<file path="config.mk">
export PLATFORM = sky130hd
export DESIGN_NAME = fetch_pc_unit
export DESIGN_NICKNAME = d
export VERILOG_FILES = /design/src/rtl/fetch_pc_unit.sv
export SDC_FILE = /design/constraint.sdc
export NUM_CORES = 1
export LEC_CHECK = 0
export BUFFER_PORTS_ARGS = -buffer_cell sky130_fd_sc_hd__buf_2
export CORE_MARGIN = 4
export CORE_UTILIZATION = 45
export CTS_CLUSTER_DIAMETER = 120
export DETAILED_ROUTE_END_ITERATION = 16
export PLACE_DENSITY = 0.73
export RECOVER_POWER = 50
export SYNTH_ARGS = -nofsm -noshare
export SYNTH_HDL_FRONTEND = slang
export SYNTH_SLANG_ARGS = --single-unit
</file>
<file path="constraint.sdc">
create_clock -name clk -period 2.6 [get_ports clk]
set_input_delay 0.13 -clock clk [delete_from_list [all_inputs] [get_ports clk]]
set_output_delay 0.13 -clock clk [all_outputs]
set_load 0.03 [all_outputs]
</file>
<file path="src/rtl/fetch_pc_unit.sv">
// -----------------------------------------------------------------------------
// fetch_pc_unit
//
// Holds the instruction fetch PC. It selects the next PC from the exception,
// eret, branch, return-address-stack, stall and sequential sources. A small
// BOOT/RUN/HANDLER state machine tracks start-up and exception handling.
//
// Optional feature macro: PC_RAS_EN
//   defined   -> a circular return-address stack is built. Calls push pc+INC
//                and returns pop to the stack top.
//   undefined -> no RAS storage. push_ras/pop_ras have no effect, and the
//                outputs read ras_top=0, ras_empty=1, ras_full=0.
//
// Ports
//   clk           in   rising-edge clock
//   rst           in   asynchronous active-high reset
//   stall_f       in   hold the PC (a redirect still takes effect)
//   flush_branch  in   taken branch/jump to branch_target
//   branch_target in   redirect address
//   push_ras      in   call marker, honoured only when the branch wins
//   pop_ras       in   return, redirect to the RAS top
//   exc_req       in   exception request (honoured in RUN only)
//   eret_req      in   return from exception (honoured in HANDLER only)
//   pc            out  current fetch PC (registered)
//   pc_valid      out  pc is a valid fetch address (RUN/HANDLER)
//   epc           out  saved exception PC
//   in_handler    out  FSM is in HANDLER
//   ras_top       out  most recent un-popped RAS entry, 0 when empty
//   ras_empty     out  RAS holds no entries
//   ras_full      out  RAS holds RAS_DEPTH entries
// -----------------------------------------------------------------------------
module fetch_pc_unit #(
  parameter int unsigned       WIDTH      = 32,
  parameter logic [WIDTH-1:0]  RESET_PC   = 32'h0000_1000,
  parameter logic [WIDTH-1:0]  EXC_VECTOR = 32'h0000_2000,
  parameter int unsigned       INC        = 4,
  parameter int unsigned       RAS_DEPTH  = 4
) (
  input  logic             clk,
  input  logic             rst,
  input  logic             stall_f,
  input  logic             flush_branch,
  input  logic [WIDTH-1:0] branch_target,
  input  logic             push_ras,
  input  logic             pop_ras,
  input  logic             exc_req,
  input  logic             eret_req,
  output logic [WIDTH-1:0] pc,
  output logic             pc_valid,
  output logic [WIDTH-1:0] epc,
  output logic             in_handler,
  output logic [WIDTH-1:0] ras_top,
  output logic             ras_empty,
  output logic             ras_full
);

  typedef enum logic [1:0] {
    ST_BOOT    = 2'b00,
    ST_RUN     = 2'b01,
    ST_HANDLER = 2'b10
  } state_t;

  state_t           state_r;
  state_t           state_nxt_s;
  logic [WIDTH-1:0] pc_r;
  logic [WIDTH-1:0] pc_nxt_s;
  logic [WIDTH-1:0] epc_r;
  logic [WIDTH-1:0] epc_nxt_s;
  logic             pc_valid_r;
  logic             in_handler_r;
  logic [WIDTH-1:0] pc_inc_s;

  // Winning-source qualifiers fed to the RAS.
  logic             ras_push_s;
  logic             ras_pop_s;

  // RAS status as seen by the next-PC selection.
  logic [WIDTH-1:0] ras_top_s;
  logic             ras_empty_s;

  // Sequential increment wraps naturally at the WIDTH-bit boundary.
  assign pc_inc_s = pc_r + WIDTH'(INC);

  // Next-state, next-PC and next-EPC selection in priority order.
  always_comb begin
    state_nxt_s = state_r;
    pc_nxt_s    = pc_r;
    epc_nxt_s   = epc_r;
    ras_push_s  = 1'b0;
    ras_pop_s   = 1'b0;
    case (state_r)
      ST_BOOT: begin
        // Every request input is ignored while booting.
        state_nxt_s = ST_RUN;
        pc_nxt_s    = RESET_PC;
      end
      ST_RUN, ST_HANDLER: begin
        if ((state_r == ST_RUN) && exc_req) begin
          epc_nxt_s   = pc_r;
          pc_nxt_s    = EXC_VECTOR;
          state_nxt_s = ST_HANDLER;
        end else if ((state_r == ST_HANDLER) && eret_req) begin
          pc_nxt_s    = epc_r;
          state_nxt_s = ST_RUN;
        end else if (flush_branch) begin
          // The branch outranks any concurrent pop, so only the push can land.
          pc_nxt_s   = branch_target;
          ras_push_s = push_ras;
        end else if (pop_ras && !ras_empty_s) begin
          pc_nxt_s  = ras_top_s;
          ras_pop_s = 1'b1;
        end else if (stall_f) begin
          pc_nxt_s = pc_r;
        end else begin
          pc_nxt_s = pc_inc_s;
        end
      end
      default: begin
        state_nxt_s = ST_BOOT;
        pc_nxt_s    = RESET_PC;
      end
    endcase
  end

  // State, PC, EPC and the status outputs derived from the next state.
  always_ff @(posedge clk or posedge rst) begin
    if (rst) begin
      state_r      <= ST_BOOT;
      pc_r         <= RESET_PC;
      epc_r        <= {WIDTH{1'b0}};
      pc_valid_r   <= 1'b0;
      in_handler_r <= 1'b0;
    end else begin
      state_r      <= state_nxt_s;
      pc_r         <= pc_nxt_s;
      epc_r        <= epc_nxt_s;
      pc_valid_r   <= (state_nxt_s != ST_BOOT);
      in_handler_r <= (state_nxt_s == ST_HANDLER);
    end
  end

  assign pc         = pc_r;
  assign epc        = epc_r;
  assign pc_valid   = pc_valid_r;
  assign in_handler = in_handler_r;

`ifdef PC_RAS_EN
  localparam int unsigned PTR_W = $clog2(RAS_DEPTH);
  localparam int unsigned CNT_W = $clog2(RAS_DEPTH + 1);

  // Circular buffer. ras_ptr_r indexes the newest entry. When the buffer is
  // full, a push lands on the oldest slot and overwrites it.
  logic [WIDTH-1:0] ras_mem_r [RAS_DEPTH];
  logic [PTR_W-1:0] ras_ptr_r;
  logic [PTR_W-1:0] ras_ptr_nxt_s;
  logic [PTR_W-1:0] ras_wr_idx_s;
  logic [CNT_W-1:0] ras_cnt_r;
  logic [CNT_W-1:0] ras_cnt_nxt_s;
  logic [WIDTH-1:0] ras_top_r;
  logic [WIDTH-1:0] ras_top_nxt_s;
  logic             ras_empty_r;
  logic             ras_full_r;

  assign ras_wr_idx_s = ras_ptr_r + PTR_W'(1);

  // Pointer/count update. A power-of-two depth lets the pointer wrap for free.
  always_comb begin
    ras_ptr_nxt_s = ras_ptr_r;
    ras_cnt_nxt_s = ras_cnt_r;
    if (ras_push_s) begin
      ras_ptr_nxt_s = ras_wr_idx_s;
      if (ras_cnt_r != CNT_W'(RAS_DEPTH)) begin
        ras_cnt_nxt_s = ras_cnt_r + CNT_W'(1);
      end else begin
        ras_cnt_nxt_s = ras_cnt_r;
      end
    end else if (ras_pop_s) begin
      ras_ptr_nxt_s = ras_ptr_r - PTR_W'(1);
      ras_cnt_nxt_s = ras_cnt_r - CNT_W'(1);
    end else begin
      ras_ptr_nxt_s = ras_ptr_r;
      ras_cnt_nxt_s = ras_cnt_r;
    end
  end

  // Next visible top entry. A pushed value bypasses the storage write.
  always_comb begin
    ras_top_nxt_s = {WIDTH{1'b0}};
    if (ras_push_s) begin
      ras_top_nxt_s = pc_inc_s;
    end else if (ras_cnt_nxt_s == {CNT_W{1'b0}}) begin
      ras_top_nxt_s = {WIDTH{1'b0}};
    end else begin
      ras_top_nxt_s = ras_mem_r[ras_ptr_nxt_s];
    end
  end

  // RAS storage and registered status outputs.
  always_ff @(posedge clk or posedge rst) begin
    if (rst) begin
      for (int i = 0; i < int'(RAS_DEPTH); i++) begin
        ras_mem_r[i] <= {WIDTH{1'b0}};
      end
      ras_ptr_r   <= {PTR_W{1'b0}};
      ras_cnt_r   <= {CNT_W{1'b0}};
      ras_top_r   <= {WIDTH{1'b0}};
      ras_empty_r <= 1'b1;
      ras_full_r  <= 1'b0;
    end else begin
      if (ras_push_s) begin
        ras_mem_r[ras_wr_idx_s] <= pc_inc_s;
      end
      ras_ptr_r   <= ras_ptr_nxt_s;
      ras_cnt_r   <= ras_cnt_nxt_s;
      ras_top_r   <= ras_top_nxt_s;
      ras_empty_r <= (ras_cnt_nxt_s == {CNT_W{1'b0}});
      ras_full_r  <= (ras_cnt_nxt_s == CNT_W'(RAS_DEPTH));
    end
  end

  assign ras_top_s   = ras_top_r;
  assign ras_empty_s = ras_empty_r;
  assign ras_top     = ras_top_r;
  assign ras_empty   = ras_empty_r;
  assign ras_full    = ras_full_r;
`else
  // No stack is built. It always reads as empty, so a pop can never win.
  logic ras_unused_s;

  assign ras_unused_s = ras_push_s ^ ras_pop_s;
  assign ras_top_s    = {WIDTH{1'b0}};
  assign ras_empty_s  = 1'b1;
  assign ras_top      = {WIDTH{1'b0}};
  assign ras_empty    = 1'b1;
  assign ras_full     = 1'b0;
`endif

endmodule

</file>
==> results.json <==
{
  "worst_slack_ns": 0.316,
  "min_to": "pc[6]",
  "grt_pass1_vias": 3687,
  "reg2reg_to": "pc[20]",
  "syn_area_sq_um": 4160,
  "max_slew_margin": 0.225,
  "avgSynthCellArea_sq_um": 9.43,
  "nNetsFinal": 593,
  "place_area_sq_um": 4700,
  "synth-main-ff-cell": "dfrtp_1",
  "insertion_delay_ns": 0.36,
  "viasPerCell": 5.83,
  "hold_depth": 3,
  "grt_usage": 0.222,
  "antenna-diode-count": 0,
  "rows": 34,
  "hpwl_um": 8740,
  "synthArstFlopShare": 1.00,
  "avgRoutedWirePerCell_um": 18.1,
  "dieArea_sq_um": 10800,
  "htreeDepth": 3,
  "hold_viol": 0,
  "p_seq_frac": 0.353,
  "ys_seq_area_frac": 0.409,
  "post_cts_resized": 0,
  "clkTransAtPathRegs_ns": 0.08,
  "ff_latch_area_sq_um": 1700,
  "finalMaxSlewViolations": 0,
  "io_buffers": 103,
  "arrival_ns": 2.59,
  "use_met1": 0.306,
  "multi_input_area_sq_um": 2180,
  "top_usage_layer": "met2",
  "swShare": 0.497,
  "p_per_area_nw_per_um2": 1100,
  "cts_tree": "built",
  "skew_ns": 0.0114,
  "p_total_mw": 5.33,
  "dp_slack_ns": 0.330,
  "grt_use_met2": 0.353,
  "final_util": 0.545,
  "reg2reg_from": "pc[12]",
  "worst_pin_slew_ns": 1.16,
  "status": "finished, final reports clean",
  "cts_sinks": 68,
  "grt-ovfl-total": 0,
  "min_period_over_period": 0.878,
  "max_cap_violations": 0,
  "ys_seq_elements": 68,
  "grt_pass1_wl_um": 19600,
  "die_x_um": 104,
  "power.ir.vdd_worst_mv": 0.623,
  "worst-r2r-cell-count": 5,
  "drc": 0,
  "leakagePower_nw": 2.18,
  "antenna_found_initial": 0,
  "rsz0062_at_grt": "false",
  "gp_congestion": 0.885,
  "syn_inst": 441,
  "syn_to_final_growth_pct": 16.0,
  "wl_um": 12000,
  "synth_edf_count": 0,
  "grt_util_met3": 0.0366,
  "final_area_sq_um": 4820,
  "hp-start": "branch_target[6]",
  "die_h_um": 104,
  "crit_type": "reg -> reg",
  "num_vias": 3848,
  "p_sw_mw": 2.65,
  "dr.pass1.iters": 6,
  "grt_max_degree": 30,
  "fmaxAchievable_mhz": 438,
  "core-area_sq_um": 8850,
  "post_cts.repair.setup_buffers": 0,
  "clockBufferDepth": 2,
  "synth.distinct_cells": 61,
  "combPwrFrac": 0.479,
  "yosysWarningCount": 0,
  "critPathMaxFanout": 11,
  "crit_path_end_kind": "register",
  "crit_required_ns": 2.90,
  "cp-start-kind": "register",
  "finalSetupTns_ns": 0,
  "fin_crit_ns": 2.28,
  "r2r_slack_ns": 0.32,
  "cts-buffers-inserted": 9,
  "io_pins": 140,
  "clkPwrFrac": 0.167,
  "postRouteAntennaNets": 0,
  "drtIter0Drc": 346,
  "p_int_mw": 2.68,
  "root_buffer": "clkbuf_8",
  "drive_above_1_share": 0.196,
  "fillCellCount": 852,
  "min_path_type": "in -> reg",
  "setup_violations": 0,
  "start_util": 0.470
}
[registers in the layout, indices dropped and copies added, names as in the netlist]
| register | cells |
|---|---|
| epc | 32 |
| pc | 32 |
| state_r | 2 |
| in_handler | 1 |
| pc_valid | 1 |
[cells in the mapped netlist, types with 3 or more instances]
library cell | count | area [sq um]
dfrtp_1 | 67 | 1680
o21ai_0 | 47 | 235
nand2_1 | 40 | 150
buf_4 | 34 | 255
a21oi_1 | 30 | 150
mux2_2 | 25 | 282
clkbuf_1 | 19 | 71.3
nor2_1 | 15 | 56.3
inv_1 | 14 | 52.6
o211ai_1 | 10 | 75.1
nand3_1 | 9 | 45.0
or3_1 | 9 | 56.3
xnor2_1 | 9 | 78.8
o22ai_1 | 8 | 50.1
a21o_1 | 7 | 52.6
nand4_1 | 7 | 43.8
ha_1 | 6 | 75.1
nor3_1 | 6 | 30.0
xor2_1 | 6 | 52.6
a221o_1 | 5 | 50.1
and2_1 | 5 | 31.3
and3_1 | 5 | 31.3
a22o_1 | 4 | 35.0
a311oi_1 | 3 | 26.3
and4_1 | 3 | 26.3
nand4b_1 | 3 | 26.3
nor4_4 | 3 | 63.8
[metrics by stage]
step	hold WS, ns	instances
2_1_floorplan	0.326	473
3_3_place_gp	0.254	643
3_5_place_dp	0.255	643
4_1_cts	0.0650	660
5_1_grt	0.100	660
6_report	0.0654	660
[critical path, stage by stage (launching register included)]
cell	delay [ns]
dfstp_2	0.59
nand4_2	0.15
or3_1	0.66
or4_1	0.56
a21oi_1	0.16
a21o_1	0.09
[layout by cell type (no fill, tap or decap), types with 7 or more instances in the layout]
cell type,count
a21oi_1,30
or3_1,9
nor2_1,15
clkbuf_1,63
dfrtp_1,67
nand3_1,9
o21ai_0,47
nand4_1,7
o211ai_1,10
nand2_1,40
buf_4,14
buf_2,40
a21o_1,7
conb_1,34
mux2_2,25
inv_1,14
clkbuf_8,9
xnor2_1,9
o22ai_1,8
[logic make-up (layout without fill, tap and decap cells)]
kind of cell,after synthesis,in the layout,synth area share
muxes,27,27,0.0725
other,2,34,0.00181
adders and majority gates,6,6,0.0181
xor gates and xnor gates,15,15,0.0316
and+or+nand+nor,123,123,0.177
DFF,68,68,0.409
buffers and inverters,70,149,0.0960
AOI/OAI and AO/OA,130,130,0.193
[what timing repair did]
item	CTS	global route
hold buffers	1	0
endpoints found under the setup margin	0	0
endpoints found under the hold margin	27	0
[routing by layer]
metal	share of wire	wire, um
met5	0	0
met4	0.018	212
met3	0.087	1050
met2	0.47	5620
met1	0.43	5090
[power by group through the flow]
| stage | clock network [mW] | registers (mW) | logic [mW] |
|---|---|---|---|
| after floorplan | 0 | 2.50 | 1.21 |
| after detailed placement | 0 | 1.89 | 2.64 |
| final | 0.892 | 1.88 | 2.55 |
| after CTS | 0.906 | 1.87 | 2.65 |
| after global routing | 0.956 | 1.96 | 2.76 |
| after global placement | 0 | 1.86 | 2.59 |
[how the worst max path moves through the flow]
stage / startpoint / endpoint / slack [ns]
after detailed placement: pc[12] / pc[20] / 0.33
after global routing: pc[12] / pc[20] / 0.19
after global placement: pc[12] / pc[20] / 0.40
after floorplan: pc[12] / pc[22] / 0.56
after CTS: pc[12] / pc[20] / 0.31
final: pc[12] / pc[20] / 0.32
[layout make-up]
class / count / area share
multi-input cells: 335 / 0.451
well taps: 108 / 0.0280
flip-flops and latches: 68 / 0.353
inverters: 14 / 0.0109
clock buffers: 9 / 0.0257
repair buffers: 119 / 0.115
clock inverters: 7 / 0.0158
Power figures use the tool's default switching activity.
